`src/rtl/fetch_queue_pkg.sv`:
```
// Shared constants for the fetch/decode decoupling queue: word width,
// the all-zero word driven on idle outputs, and the default queue depth.
package fetch_queue_pkg;

  localparam int WORD_WIDTH        = 32;
  localparam int FETCH_QUEUE_DEPTH = 4;

  localparam logic [WORD_WIDTH-1:0] ZERO_WORD = '0;

endpackage : fetch_queue_pkg

```
`src/rtl/fetch_queue_mem.sv`:
```
// Entry storage for fetch_queue: DEPTH x (2W) register array with one
// synchronous write port and one asynchronous read port.
module fetch_queue_mem #(
  parameter int W     = 32,
  parameter int DEPTH = 4,
  parameter int AW    = $clog2(DEPTH)
) (
  input  logic            clk,
  input  logic            we,
  input  logic [AW-1:0]   waddr,
  input  logic [2*W-1:0]  wdata,
  input  logic [AW-1:0]   raddr,
  output logic [2*W-1:0]  rdata
);

  logic [2*W-1:0] mem [DEPTH];

  // NOTE: the array is deliberately not reset; valid data is tracked by the
  // pointers and count, so clearing it would only add reset fan-out.
  always_ff @(posedge clk) begin
    if (we) mem[waddr] <= wdata;
  end

  assign rdata = mem[raddr];

endmodule : fetch_queue_mem

```
`src/rtl/fetch_queue.sv`:
```
// In-order (pc, inst) queue between fetch and decode with flush support.
// Define FETCH_QUEUE_BYPASS_EN to forward fetch straight to decode when empty.
module fetch_queue
  import fetch_queue_pkg::*;
#(
  parameter int W     = WORD_WIDTH,
  parameter int DEPTH = FETCH_QUEUE_DEPTH
) (
  input  logic                     clk,
  input  logic                     rst,
  input  logic                     flush,
  input  logic                     in_valid,
  output logic                     in_ready,
  input  logic [W-1:0]             in_pc,
  input  logic [W-1:0]             in_inst,
  output logic                     out_valid,
  input  logic                     out_ready,
  output logic [W-1:0]             out_pc,
  output logic [W-1:0]             out_inst,
  output logic [$clog2(DEPTH):0]   count
);

  localparam int AW = $clog2(DEPTH);
  localparam int CW = AW + 1;

  logic [AW-1:0]  wr_ptr;
  logic [AW-1:0]  rd_ptr;
  logic [2*W-1:0] rd_data;
  logic           empty;
  logic           full;
  logic           bypass;
  logic           bypass_take;
  logic           push;
  logic           pop;
  logic           wr_en;
  logic           rd_adv;

  assign empty = (count == '0);
  assign full  = (count == CW'(DEPTH));

  // Ready depends only on occupancy, so a pop never opens a slot in the same cycle.
  assign in_ready = ~full;

`ifdef FETCH_QUEUE_BYPASS_EN
  assign bypass = empty & in_valid & ~flush;
`else
  assign bypass = 1'b0;
`endif

  assign out_valid   = ~empty | bypass;
  assign push        = in_valid & in_ready & ~flush;
  assign pop         = out_valid & out_ready & ~flush;
  // A bypassed pair consumed in its arrival cycle never touches storage.
  assign bypass_take = bypass & out_ready;
  assign wr_en       = push & ~bypass_take;
  assign rd_adv      = pop & ~bypass_take;

  fetch_queue_mem #(
    .W     (W),
    .DEPTH (DEPTH)
  ) u_mem (
    .clk   (clk),
    .we    (wr_en),
    .waddr (wr_ptr),
    .wdata ({in_pc, in_inst}),
    .raddr (rd_ptr),
    .rdata (rd_data)
  );

  // NOTE: every output of a combinational block gets a default first so no
  // path leaves it unassigned and no latch is inferred.
  always_comb begin
    out_pc   = W'(ZERO_WORD);
    out_inst = W'(ZERO_WORD);
    if (bypass) begin
      out_pc   = in_pc;
      out_inst = in_inst;
    end else if (!empty) begin
      {out_pc, out_inst} = rd_data;
    end
  end

  // NOTE: state registers use non-blocking assignments so every register
  // samples pre-edge values regardless of statement order.
  always_ff @(posedge clk or negedge rst) begin
    if (!rst) begin
      wr_ptr <= '0;
      rd_ptr <= '0;
      count  <= '0;
    end else if (flush) begin
      wr_ptr <= '0;
      rd_ptr <= '0;
      count  <= '0;
    end else begin
      if (wr_en)  wr_ptr <= wr_ptr + 1'b1;
      if (rd_adv) rd_ptr <= rd_ptr + 1'b1;
      count <= count + CW'(wr_en) - CW'(rd_adv);
    end
  end

endmodule : fetch_queue

```
`config.mk`:
```
export PLATFORM = sky130hd
export DESIGN_NAME = fetch_queue
export DESIGN_NICKNAME = d
export VERILOG_FILES = /design/src/rtl/fetch_queue_pkg.sv /design/src/rtl/fetch_queue_mem.sv /design/src/rtl/fetch_queue.sv
export SDC_FILE = /design/constraint.sdc
export NUM_CORES = 1
export LEC_CHECK = 0
export CORE_ASPECT_RATIO = 1.25
export CORE_MARGIN = 10
export CORE_UTILIZATION = 59
export DETAILED_ROUTE_END_ITERATION = 7
export PLACE_DENSITY = 0.95
export REMOVE_ABC_BUFFERS = 1
export SYNTH_ARGS = -nofsm -noshare
export SYNTH_HDL_FRONTEND = slang
export SYNTH_SLANG_ARGS = --single-unit
```
`constraint.sdc`:
```
create_clock -name clk -period 7.75 [get_ports clk]
set_input_delay 0.775 -clock clk [delete_from_list [all_inputs] [get_ports clk]]
set_output_delay 0.775 -clock clk [all_outputs]
set_load 0.1 [all_outputs]
```
==> impl_results.md <==
* Setup-failing EPs final at 0
* Crit path DAT at 3780 ps
* Final Util at 74.12%
* Final Cell Area at 12480 sq um
* Root Driver: clkbuf_16
* Drt pass-1 iters at 5
* Hold Buf Count CTS at 0
* Largest family of logic cells by synthesized area: multiplexers
* Final Hold Fails at 0
* Req. time, crit path at 6970 ps
* Area share of and/or/nand/nor cells after synthesis at 4.970%
* RSZ-0062 raised after global routing: false
* Core footprint at 16840 sq um
* Final Skew at 12.50 ps
* Clock Tree Buf Depth at 3
* Worst Path Max Fanout at 56
* IO buf count at 137
* Total Routing Usage GR at 17.33%
* Initial DRC count at 288
* Kind of end point of the critical path: primary output
* Worst slew margin at 26.72%
* HP Class: input pin to async pin
* WL final at 19.56 mm
* Max_cap viols at 0
* Area growth syn-to-layout at 23.35%
* Cell depth of the worst flop-to-flop path at 11
* WS Path Type: flip-flop to primary output
* Number of buffers added for setup after CTS at 0
* DIE HEIGHT at 166.4 um
* Synth cell types at 22
* Max incr delay on CP at 970 ps
* Layout cells sized above 1 at 17.40%
* Crit path cell chain: buf_4 -> mux4_2 -> and2_1 -> clkdlybuf4s50_1
* Tightest Pin Transition at 1099 ps
* Largest net degree at the start of global routing at 66
* Reg2reg end: count[2]$_DFF_PN0_
* DRC errors left at 0
* Top-level I/O count at 138
* FILL cells at 928
* Reg2reg setup slack at 4860 ps
* Vias in the first global route at 5259
* TNS Setup at 0 ps
* Width of the chip at 137.1 um
* Achievable Freq at 219.7 MHz
* Row cnt at 53
* Nets at 673
* Resize count post-CTS at 0
* Worst-Skew Late Latency at 500 ps
* Synthesized area per cell at 22.29 sq um
* First-pass GRT wire length at 30.59 mm
* Post-synthesis mux area share at 14.34%
* RD Place Congestion at 0.6843
* Fin crit period at 4552 ps
* Adder-cell share of the synthesized area at 0.9395%
* Seq/Total Area, Yosys at 77.69%
* Max stage delay cell, worst path: clkdlybuf4s50_1
* Compound-cell area share of the yosys netlist at 0.2596%
* Reg clk slew, reported paths at 60 ps
* Number of H-tree levels at 1
* Via density at 5.753
* Post-DP HPWL at 11.45 mm
* Synth Register Bits at 263
* Max Slew Vio Count at 0
* Post-Synth XOR/XNOR Area at 0.2596%
* Die ar. at 22830 sq um
* Synth warn at 0
* Startpoint Class: flip-flop
* Clock Sinks at 263
* CTS Buf Count at 25
* Final Cycle Share at 58.73%
* Mapped Area at 10120 sq um
* GRT overflow at 0
* Mapped Cells at 454
* Routed via count at 4804
* Status: finished, final reports clean
* Dpl cell area at 11660 sq um
* Reg2reg start: count[1]$_DFF_PN0_
* Starting density of the core at 60.09%
* Number of diodes at 0
* TritonCTS clock tree: yes
* Avg WL per Cell at 23.43 um
* Final ANT Viol Nets at 0
* Initial antenna violation count at 1
## cells in the mapped netlist
| master | n | area (sq um) |
|---|---|---|
| nor2_1 | 6 | 22.52 |
| xor2_1 | 3 | 26.28 |
| inv_1 | 7 | 26.28 |
| o31ai_1 | 1 | 7.510 |
| mux4_2 | 64 | 1441 |
| mux2i_1 | 1 | 10.01 |
| edfxtp_1 | 256 | 7687 |
| o21ai_0 | 1 | 5.000 |
| or3_1 | 2 | 12.51 |
| ha_1 | 6 | 75.07 |
| o311ai_0 | 1 | 8.760 |
| dfrtp_1 | 7 | 175.2 |
| fa_1 | 1 | 20.02 |
| a21oi_1 | 1 | 5.000 |
| and2_1 | 69 | 431.7 |
| buf_6 | 5 | 56.30 |
| buf_2 | 8 | 40.04 |
| clkbuf_1 | 9 | 33.78 |
| nor3_1 | 2 | 10.01 |
| nor3b_1 | 1 | 7.510 |
| nand2b_1 | 2 | 12.51 |
| nor2b_1 | 1 | 6.260 |
## cell families after synthesis
family	after synthesis
DFF	263
and+or+nand+nor	83
xor gates and xnor gates	3
AOI/OAI and AO/OA	4
adders and majority gates	7
buffers and inverters	29
muxes	65
## final cells by class
cell class | count | area [sq um] | share of cell area [%]
flip-flops and latches | 263 | 7870 | 63.04
inverters | 7 | 26.28 | 0.2105
well taps | 220 | 275.3 | 2.205
clock buffers | 29 | 640.6 | 5.131
multi-input cells | 162 | 2113 | 16.93
repair buffers | 138 | 1379 | 11.04
clock inverters | 16 | 180.2 | 1.443
## layout by cell type, fill, tap and decap left out, types with 3 or more instances in the layout
master           count
ha_1                 6
clkbuf_16           25
dfrtp_1              5
nor2_1               6
clkbuf_1             4
xor2_1               3
bufinv_16            4
and2_4               4
edfxtp_1           256
clkinv_1             6
clkinv_2             4
and2_1              65
clkdlybuf4s50_1    137
inv_1                7
mux4_2              64
## layer usage
layer / part of all wire [%] / up-vias / global-route usage [%]
met3: 6.2 / 32 / 3.703
met2: 54 / 147 / 29.85
met1: 38 / 2509 / 21.78
met5: 0.087 / - / 0
met4: 2.0 / 2 / 4.316
li1: - / 2114 / -
## worst max path at each step
stage | start | endpoint
2_1_floorplan | rd_ptr[0]$_DFFE_PN0P_ | out_inst[0]
3_3_place_gp | rd_ptr[0]$_DFFE_PN0P_ | out_pc[18]
3_5_place_dp | rd_ptr[0]$_DFFE_PN0P_ | out_inst[9]
4_1_cts | rd_ptr[0]$_DFFE_PN0P_ | out_inst[9]
5_1_grt | rd_ptr[0]$_DFFE_PN0P_ | out_inst[9]
6_report | rd_ptr[0]$_DFFE_PN0P_ | out_inst[9]
## critical path: cells and delay by family (launching register included)
kind,cells,cell delay (ps)
DFF,1,550
muxes,1,630
buffers and inverters,2,1850
and+or+nand+nor,1,200
## sequential cells by signal (all words and copies together) (netlist names)
signal,cells
count,3
rd_ptr,2
u_mem.mem,256
wr_ptr,2
## through the flow
step / hold WS [ps] / cells / setup WS (ps)
final: 549.4 / 835 / 3198
after global routing: 548.8 / 835 / 2939
after floorplan: 479.4 / 432 / 3143
after global placement: 566.5 / 790 / 3671
after detailed placement: 615.3 / 790 / 3641
after CTS: 533.1 / 835 / 3079
Power is left out: the tool's default activity adds up to more than one toggle a clock period on the data nets, which glitch-free logic cannot reach.
